==> src/rtl/mips_multicycle_ctrl.sv <==
// ---------------------------------------------------------------------------
// mips_multicycle_ctrl
// Main control FSM of the multi-cycle MIPS core. It sequences the shared ALU,
// register file, PC and unified memory port through FETCH / DECODE / EXECUTE /
// MEM / WB states. It traps on undecoded opcodes and on memory accesses that
// wait too long.
//
// Parameters
//   MEM_TIMEOUT   max wait cycles per memory state before trapping (0 = never)
//   ILLEGAL_TRAP  1: undecoded opcode traps, 0: undecoded opcode acts as a NOP
//
// Ports
//   clk, rst_n       clock (rising edge), asynchronous active-low reset
//   opcode           instr[31:26] from the instruction register
//   mem_ready        memory finishes the current read/write this cycle
//   pc_write, pc_write_cond, pc_source      PC update controls
//   i_or_d, mem_read, mem_write, ir_write, mdr_write   memory port controls
//   reg_dst, mem_to_reg, reg_write          register file controls
//   alu_src_a, alu_src_b, alu_op            ALU operand / operation select
//   instr_done       1-cycle pulse in the last state of every instruction
//   state            current state encoding (debug)
//   illegal_op       sticky: an illegal opcode was trapped
//   mem_timeout      sticky: a memory wait exceeded MEM_TIMEOUT
// ---------------------------------------------------------------------------
module mips_multicycle_ctrl #(
    parameter int MEM_TIMEOUT  = 255,
    parameter bit ILLEGAL_TRAP = 1'b1
) (
    input  logic       clk,
    input  logic       rst_n,
    input  logic [5:0] opcode,
    input  logic       mem_ready,
    output logic       pc_write,
    output logic       pc_write_cond,
    output logic       i_or_d,
    output logic       mem_read,
    output logic       mem_write,
    output logic       ir_write,
    output logic       mdr_write,
    output logic       reg_dst,
    output logic       mem_to_reg,
    output logic       reg_write,
    output logic       alu_src_a,
    output logic [1:0] alu_src_b,
    output logic [1:0] alu_op,
    output logic [1:0] pc_source,
    output logic       instr_done,
    output logic [3:0] state,
    output logic       illegal_op,
    output logic       mem_timeout
);

    localparam int CNT_W = (MEM_TIMEOUT < 2) ? 1 : $clog2(MEM_TIMEOUT + 1);

    typedef enum logic [3:0] {
        S_FETCH  = 4'd0,
        S_DECODE = 4'd1,
        S_MEMADR = 4'd2,
        S_MEMRD  = 4'd3,
        S_MEMWB  = 4'd4,
        S_MEMWR  = 4'd5,
        S_EXEC   = 4'd6,
        S_ALUWB  = 4'd7,
        S_BRANCH = 4'd8,
        S_ADDIEX = 4'd9,
        S_ADDIWB = 4'd10,
        S_JUMP   = 4'd11,
        S_TRAP   = 4'd12,
        S_INIT   = 4'd13
    } state_t;

    state_t             state_reg, state_next;
    logic [CNT_W-1:0]   wait_cnt_reg, wait_cnt_next;
    logic               illegal_reg, timeout_reg;
    logic               ill_set, tmo_set;
    logic               in_wait_state, timeout_hit;

    assign state       = state_reg;
    assign illegal_op  = illegal_reg;
    assign mem_timeout = timeout_reg;

    assign in_wait_state = (state_reg == S_FETCH) || (state_reg == S_MEMRD) ||
                           (state_reg == S_MEMWR);

    // The wait that would push the counter up to MEM_TIMEOUT is the one that
    // traps; a ready on that same cycle still completes normally.
    assign timeout_hit = (MEM_TIMEOUT != 0) && !mem_ready &&
                         (int'(wait_cnt_reg) >= MEM_TIMEOUT - 1);

    always_ff @(posedge clk or negedge rst_n) begin
        if (!rst_n) begin
            state_reg    <= S_INIT;
            wait_cnt_reg <= '0;
            illegal_reg  <= 1'b0;
            timeout_reg  <= 1'b0;
        end else begin
            state_reg    <= state_next;
            wait_cnt_reg <= wait_cnt_next;
            illegal_reg  <= illegal_reg | ill_set;
            timeout_reg  <= timeout_reg | tmo_set;
        end
    end

    // Staying in a wait state means the memory was not ready this cycle;
    // any other transition (including entry into a wait state) clears it.
    always_comb begin
        wait_cnt_next = '0;
        if (in_wait_state && (state_next == state_reg)) begin
            wait_cnt_next = (wait_cnt_reg == '1) ? wait_cnt_reg : wait_cnt_reg + 1'b1;
        end
    end

    always_comb begin
        state_next    = state_reg;
        ill_set       = 1'b0;
        tmo_set       = 1'b0;
        pc_write      = 1'b0;
        pc_write_cond = 1'b0;
        i_or_d        = 1'b0;
        mem_read      = 1'b0;
        mem_write     = 1'b0;
        ir_write      = 1'b0;
        mdr_write     = 1'b0;
        reg_dst       = 1'b0;
        mem_to_reg    = 1'b0;
        reg_write     = 1'b0;
        alu_src_a     = 1'b0;
        alu_src_b     = 2'b00;
        alu_op        = 2'b00;
        pc_source     = 2'b00;
        instr_done    = 1'b0;

        case (state_reg)
            S_INIT: state_next = S_FETCH;
            S_FETCH: begin
                mem_read  = 1'b1;
                alu_src_b = 2'b01;          // PC + 4
                ir_write  = mem_ready;
                pc_write  = mem_ready;
                if (mem_ready) begin
                    state_next = S_DECODE;
                end else if (timeout_hit) begin
                    state_next = S_TRAP;
                    tmo_set    = 1'b1;
                end
            end
            S_DECODE: begin
                alu_src_b = 2'b11;          // precompute branch target
                case (opcode)
                    6'b000000:           state_next = S_EXEC;
                    6'b100011, 6'b101011: state_next = S_MEMADR;
                    6'b000100:           state_next = S_BRANCH;
                    6'b000010:           state_next = S_JUMP;
                    6'b001000:           state_next = S_ADDIEX;
                    default: begin
                        if (ILLEGAL_TRAP) begin
                            state_next = S_TRAP;
                            ill_set    = 1'b1;
                        end else begin
                            state_next = S_FETCH;
                        end
                    end
                endcase
            end
            S_MEMADR: begin
                alu_src_a  = 1'b1;
                alu_src_b  = 2'b10;
                state_next = (opcode == 6'b100011) ? S_MEMRD : S_MEMWR;
            end
            S_MEMRD: begin
                mem_read  = 1'b1;
                i_or_d    = 1'b1;
                mdr_write = mem_ready;
                if (mem_ready) begin
                    state_next = S_MEMWB;
                end else if (timeout_hit) begin
                    state_next = S_TRAP;
                    tmo_set    = 1'b1;
                end
            end
            S_MEMWB: begin
                reg_write  = 1'b1;
                mem_to_reg = 1'b1;
                instr_done = 1'b1;
                state_next = S_FETCH;
            end
            S_MEMWR: begin
                mem_write  = 1'b1;
                i_or_d     = 1'b1;
                instr_done = mem_ready;
                if (mem_ready) begin
                    state_next = S_FETCH;
                end else if (timeout_hit) begin
                    state_next = S_TRAP;
                    tmo_set    = 1'b1;
                end
            end
            S_EXEC: begin
                alu_src_a  = 1'b1;
                alu_op     = 2'b10;
                state_next = S_ALUWB;
            end
            S_ALUWB: begin
                reg_write  = 1'b1;
                reg_dst    = 1'b1;
                instr_done = 1'b1;
                state_next = S_FETCH;
            end
            S_BRANCH: begin
                alu_src_a     = 1'b1;
                alu_op        = 2'b01;
                pc_write_cond = 1'b1;
                pc_source     = 2'b01;
                instr_done    = 1'b1;
                state_next    = S_FETCH;
            end
            S_ADDIEX: begin
                alu_src_a  = 1'b1;
                alu_src_b  = 2'b10;
                state_next = S_ADDIWB;
            end
            S_ADDIWB: begin
                reg_write  = 1'b1;
                instr_done = 1'b1;
                state_next = S_FETCH;
            end
            S_JUMP: begin
                pc_write   = 1'b1;
                pc_source  = 2'b10;
                instr_done = 1'b1;
                state_next = S_FETCH;
            end
            S_TRAP: state_next = S_TRAP;
            default: state_next = S_INIT;   // unused encodings recover via INIT
        endcase
    end

endmodule

==> config.mk <==
export PLATFORM = sky130hd
export DESIGN_NAME = mips_multicycle_ctrl
export DESIGN_NICKNAME = d
export VERILOG_FILES = /design/src/rtl/mips_multicycle_ctrl.sv
export SDC_FILE = /design/constraint.sdc
export NUM_CORES = 1
export LEC_CHECK = 0
export CAP_MARGIN = 20
export CELL_PAD_IN_SITES_DETAIL_PLACEMENT = 2
export CELL_PAD_IN_SITES_GLOBAL_PLACEMENT = 2
export CORE_UTILIZATION = 25
export CTS_CLUSTER_SIZE = 10
export DETAILED_ROUTE_END_ITERATION = 6
export MAX_ROUTING_LAYER = met4
export PLACE_DENSITY = 0.81
export RECOVER_POWER = 100
export SYNTH_ARGS = -nofsm -noshare
export SYNTH_HDL_FRONTEND = slang
export SYNTH_SLANG_ARGS = --single-unit
==> constraint.sdc <==
create_clock -name clk -period 1.8 [get_ports clk]
set_input_delay 0.27 -clock clk [delete_from_list [all_inputs] [get_ports clk]]
set_output_delay 0.27 -clock clk [all_outputs]
set_load 0.01 [all_outputs]
==> flow_metrics.py, run 1 <==
metrics = {
    "grt": {
        "grt-ovfl-total": 0,
        "grt_antenna_before_repair": 0,
        "grt_pass1_wl_um": 9418,
        "grt_start_max_net_pins": 15,
        "grt_pass1_vias": 1713,
        "track_usage_pct": 24.74,
    },
    "route": {
        "drtAntennaViolNets": 0,
        "num_vias": 1486,
        "drc": 0,
        "first_pass_iters": 4,
        "routed_via_density": 5.345,
        "wirelength_um": 5988,
        "drt_iter0_drc": 37,
        "routedWlPerCell_um": 21.54,
    },
    "worst_setup_path": {
        "path_common_cell": "buf_4",
        "start_kind": "flop",
        "worst-path-stages": 8,
        "r2r-end": "state[0]$_DFF_PN1_",
        "ff2ff_setup_slack_ns": -0.1,
        "cp-startpoint": "state[0]$_DFF_PN1_",
        "crit_slowest_cell": "dfstp_2",
        "r2r-start": "state[0]$_DFF_PN1_",
        "crit_required_ns": 1.99,
        "cp.buffers_inverters": 4,
        "critPathKind": "reg2reg",
        "endpoint_kind": "flop",
        "crit_chain": "buf_12 > buf_4 > buf_6 > nand2b_4 > buf_4 > nor3_1 > a211o_1 > a221o_1",
        "max_stage_delay_ns": 0.59,
        "crit_family": "flip-flops",
        "rr_worst_depth": 8,
        "crit_fanout": 5,
        "arrival_ns": 2.09,
    },
    "synth": {
        "ys_seq_area_share_pct": 29.33,
        "synth_ff_type": "dfrtp_1",
        "yosysWarnings": 0,
        "synth_top_area_share_pct": 22.80,
        "async_reset_ff_share_pct": 100.0,
        "synthDistinctLibCells": 48,
        "ys_top_cells_by_count": "nor3_1 (17), dfrtp_1 (11), nor2_1 (10), nand2_1 (9), o21ai_0 (9)",
        "syn_nets": 154,
        "synth_area_um2": 1207,
        "synth_area_leader_cell": "dfrtp_1",
        "synth_edf_count": 0,
        "synth.most_common_cell": "nor3_1",
        "syn_area_per_cell_um2": 8.443,
        "synthTopCellsByArea": "dfrtp_1 (23%), nor3_1 (7.0%), dfstp_2 (6.5%)",
        "synth-seq-cells": 14,
        "syn_inst": 143,
    },
    "place": {
        "dp_hpwl_um": 3859,
        "dpl.cell_count": 253,
        "place_congestion": 0.8611,
        "io_buffers": 32,
    },
    "sta": {
        "max_freq_mhz": 526.4,
        "drv_slew": 0,
        "finalSetupViolations": 13,
        "tns_ns": -0.6001,
        "skew_ns": 0.003825,
        "grt_setup_unrepaired": "true",
        "layout_setup_ws_ns": -0.09974,
        "min_period_over_period_pct": 105.5,
        "maxSlewHeadroom_pct": 56.33,
        "finalCriticalPeriod_ns": 1.900,
        "worstMarginPinSlew_ns": 0.6529,
        "hold_viol_final": 0,
    },
    "clock_network": {
        "root_buffer": "clkbuf_8",
        "clock_path_buffers": 2,
        "cts_inserted_buffers": 3,
        "cts_num_sinks": 14,
        "h-tree-depth": 1,
        "cts.clk_slew.worst_paths_ns": 0.06,
        "cts_tree": "built",
        "clkLatencyLatePin_ns": 0.25,
    },
    "floorplanning": {
        "core_area_um2": 4504,
        "initial_core_util_pct": 26.81,
        "pin_count": 33,
        "die_h_um": 71.50,
        "rows": 24,
        "die_area_um2": 5112,
        "dieWidth_um": 71.50,
    },
    "outcome": {
        "outcome": "finished, violations left",
        "violations": "setup timing",
    },
    "cells_and_area": {
        "largest_reg_flops": 8,
        "fillCellCount": 473,
        "diodes": 0,
        "area_growth_pct": 83.73,
        "drive_gt1_share_pct": 52.65,
        "stdcell_count": 278,
        "fin_nets": 238,
    },
    "power": {
        "switching_share_pct": 41.52,
        "ir_drop_uv": 461.9,
        "power_density_nw_per_um2": 1350,
        "pwr-share-comb_pct": 74.1,
        "power_frac_seq_pct": 15.4,
        "p_int_mw": 1.751,
        "p_sw_mw": 1.244,
        "pwr-share-clk_pct": 10.5,
        "power_leakage_nw": 0.9441,
    },
    "flow_run": {
        "maxCapViolations": 0,
    },
    "hold_path": {
        "hp-class": "in2async",
    },
}
[how the worst max path moves through the flow]
stage	end	slack, ns
2_1_floorplan	wait_cnt_reg[2]$_DFFE_PN0P_	0.008
3_3_place_gp	wait_cnt_reg[2]$_DFFE_PN0P_	-0.24
3_5_place_dp	wait_cnt_reg[2]$_DFFE_PN0P_	-0.33
4_1_cts	wait_cnt_reg[3]$_DFFE_PN0P_	-0.06
5_1_grt	wait_cnt_reg[1]$_DFFE_PN0P_	-0.19
6_report	state[0]$_DFF_PN1_	-0.1
[layout make-up]
| type | count | area (um2) | area share [%] |
|---|---|---|---|
| well taps | 52 | 65.06 | 2.933 |
| flip-flops and latches | 14 | 355.3 | 16.02 |
| clock buffers | 4 | 55.05 | 2.482 |
| repair buffers | 93 | 784.5 | 35.36 |
| multi-input cells | 112 | 947.2 | 42.70 |
| inverters | 3 | 11.26 | 0.5076 |
[per-layer routing]
layer  wire [um]  vias to the layer above  GRT usage (%)
li1            -                      691              -
met1        2336                      731          28.26
met2        3194                       46          45.50
met3         266                       18          2.954
met4         191                        0          6.972
met5           0                        -              -
[kinds of logic after synthesis]
group,synth area share (%)
AO/OA/AOI/OAI,22.28
XOR/XNOR,7.254
adder cells (fa/ha/maj),2.072
buffers and inverters,6.839
flip-flops,29.33
AND/OR/NAND/NOR,32.23
[per-stage QoR]
step / instance area (um2) / power, mW / utilization (%) / setup slack, ns / hold slack (ns)
after floorplan: 1209 / 1.228 / - / 0.007904 / -0.02559
after global placement: 1822 / 2.011 / 40.44 / -0.2445 / 0.4536
after detailed placement: 1822 / 2.104 / 40.44 / -0.3314 / 0.4623
after CTS: 2127 / 2.734 / 47.22 / -0.06009 / 0.4387
after global routing: 2218 / 3.155 / 49.25 / -0.1914 / 0.5121
final: 2218 / 2.995 / 49.25 / -0.09974 / 0.4800
[power by group through the flow]
stage | registers, mW | clock network, mW | logic, mW
CTS | 0.457 | 0.323 | 1.95
finish | 0.461 | 0.314 | 2.22
floorplan | 0.443 | 0 | 0.785
global route | 0.466 | 0.333 | 2.36
detailed placement | 0.489 | 0 | 1.62
global placement | 0.475 | 0 | 1.54
[timing repair]
item | in CTS | in global routing
hold buffers | 0 | 0
pin swaps | 9 | 5
resized for setup | 82 | 41
setup endpoints to repair | 32 | 24
hold endpoints to repair | 0 | 0
setup buffers | 19 | 5
[cells in the final DEF, fill, tap and decap left out, types with 2 or more instances in the layout]
cell type / instances
buf_12: 2
nand3b_1: 2
or2_4: 2
clkdlybuf4s50_1: 8
xnor2_1: 6
nor2_4: 2
clkbuf_8: 4
nand2b_4: 4
buf_6: 14
o21ai_0: 7
dlygate4sd3_1: 3
a31oi_4: 2
a21oi_1: 3
nor3_2: 4
inv_1: 2
and3_1: 2
buf_4: 47
nand4_1: 5
nor2_1: 8
buf_2: 9
nand3_1: 3
nor3_1: 12
dlygate4sd2_1: 5
clkbuf_2: 3
xor2_1: 2
o211ai_1: 2
nand2_2: 2
dfstp_2: 3
nand2_1: 7
dfrtp_1: 10
o21a_1: 2
a21oi_2: 2
clkdlybuf4s15_1: 2
(Power assumes the default switching activity.)
==> run 2, diff against run 1 <==
--- a/config.mk
+++ b/config.mk
@@ -9,9 +9,7 @@
 export CELL_PAD_IN_SITES_DETAIL_PLACEMENT = 2
 export CELL_PAD_IN_SITES_GLOBAL_PLACEMENT = 2
 export CORE_UTILIZATION = 25
-export CTS_CLUSTER_SIZE = 10
 export DETAILED_ROUTE_END_ITERATION = 6
-export MAX_ROUTING_LAYER = met4
 export PLACE_DENSITY = 0.81
 export RECOVER_POWER = 100
 export SYNTH_ARGS = -nofsm -noshare
==> flow_metrics.py, run 2 (synthesis results as in run 1) <==
metrics = {
    "outcome": {
        "outcome": "finished, violations left",
        "violations": "setup timing",
    },
    "clock_network": {
        "root_buffer": "clkbuf_8",
        "h-tree-depth": 1,
        "clock_path_buffers": 2,
        "cts_hold_buffers": 0,
        "cts_tree": "built",
        "cts.clk_slew.worst_paths_ns": 0.06,
        "cts_inserted_buffers": 3,
        "clkLatencyLatePin_ns": 0.25,
        "cts_num_sinks": 14,
    },
    "cells_and_area": {
        "final_core_util_pct": 49.36,
        "mostFrequentLayoutCells": "buf_4 (47), buf_6 (14), nor3_1 (12)",
        "area_growth_pct": 84.14,
        "fin_nets": 238,
        "largest_reg_flops": 8,
        "stdcell_count": 278,
        "drive_gt1_share_pct": 52.65,
        "final_common_cell": "buf_4",
        "fillCellCount": 475,
        "diodes": 0,
    },
    "grt": {
        "grt_start_max_net_pins": 15,
        "track_usage_pct": 23.98,
        "grt_pass1_vias": 1718,
        "grt_pass1_wl_um": 9411,
        "grt-ovfl-total": 0,
        "grt_antenna_before_repair": 0,
    },
    "floorplanning": {
        "die_area_um2": 5112,
        "rows": 24,
        "initial_core_util_pct": 26.81,
        "dieWidth_um": 71.50,
        "core_area_um2": 4504,
        "die_h_um": 71.50,
        "pin_count": 33,
    },
    "sta": {
        "hold_slack_ns": 0.4800,
        "maxSlewHeadroom_pct": 55.95,
        "layout_setup_ws_ns": -0.1009,
        "drv_slew": 0,
        "worstMarginPinSlew_ns": 0.6586,
        "finalSetupViolations": 11,
        "grt_setup_unrepaired": "true",
        "min_period_over_period_pct": 105.6,
        "skew_ns": 0.004727,
        "finalCriticalPeriod_ns": 1.901,
        "hold_viol_final": 0,
        "max_freq_mhz": 526.1,
    },
    "worst_setup_path": {
        "rr_worst_depth": 5,
        "max_stage_delay_ns": 0.58,
        "crit_slowest_cell": "dfstp_2",
        "crit_fanout": 8,
        "worst-path-stages": 5,
        "crit_required_ns": 1.91,
        "crit_family": "flip-flops",
        "arrival_ns": 2.01,
        "endpoint_kind": "flop",
        "crit_chain": "nor2_1 > buf_4 > and4bb_2 > o41ai_4 > nor3_1",
        "start_kind": "flop",
        "critPathKind": "reg2reg",
        "cp.buffers_inverters": 1,
    },
    "place": {
        "place_congestion": 0.8478,
        "dpl.cell_count": 253,
        "io_buffers": 32,
        "dp_hpwl_um": 3859,
    },
    "route": {
        "drc": 0,
        "routedWlPerCell_um": 21.73,
        "drtAntennaViolNets": 0,
        "wirelength_um": 6041,
        "first_pass_iters": 4,
        "num_vias": 1469,
        "routed_via_density": 5.284,
        "drt_iter0_drc": 56,
    },
    "power": {
        "power_density_nw_per_um2": 1363,
        "ir_drop_uv": 464.0,
        "total_power_mw": 3.031,
        "power_leakage_nw": 0.9451,
    },
    "hold_path": {
        "worstHoldPathCells": 1,
        "hp-class": "reg2reg",
    },
    "flow_run": {
        "maxCapViolations": 0,
    },
}
## run 2: cell count changes in the layout (fill, tap and decap cells not counted)
| cell | before | now |
|---|---|---|
| o21ai_1 | 1 | 2 |
| nor2b_2 | 1 | 0 |
| nor2b_4 | 1 | 2 |
| o21ai_0 | 7 | 6 |
## run 2: path summary, 6_finish.rpt
check                                                    to             startpoint  slack (ns)
worst max-delay path            wait_cnt_reg[3]$_DFFE_PN0P_     state[3]$_DFF_PN1_       -0.10
worst min-delay path                  mem_timeout$_DFF_PN0_  mem_timeout$_DFF_PN0_        0.48
worst max register to register  wait_cnt_reg[3]$_DFFE_PN0P_     state[3]$_DFF_PN1_       -0.10
worst min register to register        mem_timeout$_DFF_PN0_  mem_timeout$_DFF_PN0_        0.48
max in group asynchronous                state[1]$_DFF_PN0_                  rst_n        0.85
min in group asynchronous       wait_cnt_reg[0]$_DFFE_PN0P_                  rst_n        0.49
## run 2: metal layers
| layer | GRT usage (%) | share of wire (%) | vias to the layer above |
|---|---|---|---|
| met5 | 0 | 0 | - |
| met4 | 6.972 | 1.8 | 0 |
| met3 | 3.094 | 4.1 | 11 |
| met2 | 45.50 | 54 | 41 |
| met1 | 28.08 | 40 | 731 |
| li1 | - | - | 686 |
## run 2: timing repair
action / CTS / global route
setup buffers: 19 / 5
setup endpoints to repair: 32 / 24
cloned: 0 / 0
hold endpoints to repair: 0 / 0
resized for setup: 82 / 43
pin swaps: 9 / 5
## run 2: report_power, final
part	switching [mW]	total (mW)	internal (mW)	leakage, nW
sequential	0.0714	0.460	0.389	0.177
clock	0.120	0.314	0.194	0.0288
combinational	1.08	2.26	1.17	0.739
## run 2: cell type report
class	instances	area [um2]	area share, %
clock buffers	4	55.05	2.476
inverters	3	11.26	0.5065
multi-input cells	112	952.2	42.83
flip-flops and latches	14	355.3	15.98
well taps	52	65.06	2.926
repair buffers	93	784.5	35.28
## run 2: metrics by stage
stage          setup WS, ns  TNS (ns)  area, um2
3_3_place_gp        -0.2445    -2.864       1822
3_5_place_dp        -0.3314    -4.566       1822
6_report            -0.1009   -0.6044       2223
2_1_floorplan      0.007904         0       1209
4_1_cts            -0.06009   -0.2954       2127
5_1_grt             -0.2102    -1.946       2223
## run 2: worst reg2reg max path, stage by stage (launching register included)
cell	delay (ns)
dfstp_2	0.58
nor2_1	0.09
buf_4	0.16
and4bb_2	0.25
o41ai_4	0.53
nor3_1	0.14
==> run 3, diff against run 2 <==
--- a/config.mk
+++ b/config.mk
@@ -12,6 +12,7 @@
 export DETAILED_ROUTE_END_ITERATION = 6
 export PLACE_DENSITY = 0.81
 export RECOVER_POWER = 100
+export SKIP_LAST_GASP = 1
 export SYNTH_ARGS = -nofsm -noshare
 export SYNTH_HDL_FRONTEND = slang
 export SYNTH_SLANG_ARGS = --single-unit
==> flow_metrics.py, run 3 (synthesis results as in run 1) <==
metrics = {
    "outcome": {
        "outcome": "finished, violations left",
        "violations": "setup timing",
    },
    "place": {
        "place_congestion": 0.8478,
        "dp_hpwl_um": 3859,
        "dpl.cell_count": 253,
        "io_buffers": 32,
        "place_area_um2": 1822,
    },
    "route": {
        "dr_wl_met2_um": 3418,
        "wl_met1_um": 2396,
        "drc": 0,
        "first_pass_iters": 4,
        "drtAntennaViolNets": 0,
        "highest_layer": "met4",
        "route.met3.wl_um": 227,
        "wirelength_um": 6195,
        "routed_via_density": 5.404,
        "num_vias": 1513,
        "routedWlPerCell_um": 22.13,
        "drt_iter0_drc": 54,
    },
    "sta": {
        "max_freq_mhz": 520.0,
        "min_period_over_period_pct": 106.8,
        "drv_slew": 0,
        "finalCriticalPeriod_ns": 1.923,
        "hold_viol_final": 0,
        "worstMarginPinSlew_ns": 0.6687,
        "finalSetupViolations": 12,
        "maxSlewHeadroom_pct": 55.28,
        "grt_setup_unrepaired": "true",
        "layout_setup_ws_ns": -0.1230,
        "skew_ns": 0.005812,
    },
    "cells_and_area": {
        "largest_reg_flops": 8,
        "fillCellCount": 462,
        "multiInputGateArea_um2": 929.6,
        "mostFrequentLayoutCells": "buf_4 (50), buf_6 (13), nor3_1 (10), dfrtp_1 (10)",
        "diodes": 0,
        "seq_area_um2": 355.3,
        "fin_area_um2": 2216,
        "stdcell_count": 280,
        "drive_gt1_share_pct": 51.75,
        "final_core_util_pct": 49.19,
        "area_growth_pct": 83.52,
        "fin_nets": 240,
        "final_common_cell": "buf_4",
    },
    "floorplanning": {
        "initial_core_util_pct": 26.81,
        "dieWidth_um": 71.50,
        "die_h_um": 71.50,
        "rows": 24,
        "pin_count": 33,
        "core_area_um2": 4504,
        "die_area_um2": 5112,
    },
    "power": {
        "total_power_mw": 3.030,
        "power_leakage_nw": 0.9520,
        "ir_drop_uv": 466.2,
        "power_density_nw_per_um2": 1367,
    },
    "worst_setup_path": {
        "arrival_ns": 2.07,
        "endpoint_kind": "flop",
        "start_kind": "flop",
        "crit_fanout": 8,
        "critPathKind": "reg2reg",
        "crit_required_ns": 1.95,
    },
    "clock_network": {
        "cts_num_sinks": 14,
        "clkLatencyLatePin_ns": 0.25,
        "h-tree-depth": 1,
        "cts_tree": "built",
        "cts_inserted_buffers": 3,
        "clock_path_buffers": 2,
        "root_buffer": "clkbuf_8",
        "cts.clk_slew.worst_paths_ns": 0.06,
    },
    "grt": {
        "grt_start_max_net_pins": 15,
        "grt_pass1_wl_um": 9370,
        "track_usage_pct": 23.94,
        "grt_pass1_vias": 1746,
        "grt_antenna_before_repair": 0,
        "grt-ovfl-total": 0,
    },
    "flow_run": {
        "maxCapViolations": 0,
    },
    "hold_path": {
        "hp-class": "reg2reg",
    },
}
-- run 3: worst paths after layout --
kind | startpoint | endpoint | slack (ns) | depth (start not counted)
min in group asynchronous | rst_n | wait_cnt_reg[0]$_DFFE_PN0P_ | 0.49 | 1
worst max register to register | state[0]$_DFF_PN1_ | wait_cnt_reg[2]$_DFFE_PN0P_ | -0.12 | 7
worst max-delay path | state[0]$_DFF_PN1_ | wait_cnt_reg[2]$_DFFE_PN0P_ | -0.12 | 7
max in group asynchronous | rst_n | state[1]$_DFF_PN0_ | 0.84 | 1
worst min-delay path | mem_timeout$_DFF_PN0_ | mem_timeout$_DFF_PN0_ | 0.47 | 1
worst min register to register | mem_timeout$_DFF_PN0_ | mem_timeout$_DFF_PN0_ | 0.47 | 1
-- run 3: where the power goes --
part           internal [mW]  switching, mW
clock                  0.194          0.122
sequential             0.389         0.0801
combinational           1.19           1.05
total                   1.77           1.26
-- run 3: layout make-up --
type | instances | area share, %
Timing Repair Buffer | 95 | 36.08
Tap cell | 52 | 2.936
Sequential cell | 14 | 16.04
Inverter | 3 | 0.5082
Multi-Input combinational cell | 112 | 41.95
Clock buffer | 4 | 2.484
-- run 3: per-layer routing --
metal,global-route usage [%],vias to the layer above
met5,0,-
met4,6.536,0
met3,2.672,13
met2,47.51,49
met1,26.75,758
li1,-,693
-- run 3: per-stage QoR --
stage	TNS (ns)	hold slack, ns	setup slack (ns)
3_5_place_dp	-4.566	0.4623	-0.3314
3_3_place_gp	-2.864	0.4536	-0.2445
4_1_cts	-0.6273	0.4387	-0.06392
5_1_grt	-1.733	0.5012	-0.2097
2_1_floorplan	0	-0.02559	0.007904
6_report	-0.7658	0.4716	-0.1230
-- run 3: what timing repair did --
action | CTS | global route
pin swaps | 9 | 2
resized for setup | 68 | 39
gates cloned | 0 | 0
hold buffers | 0 | 0
endpoints found under the setup margin | 32 | 27
buffers inserted | 19 | 7
-- run 3: critical path, stage by stage, from the launching register on --
cell	delay, ns
dfstp_2	0.41
buf_6	0.14
buf_6	0.11
or4_4	0.51
a31oi_4	0.19
o41ai_4	0.12
buf_12	0.16
nor4_2	0.18
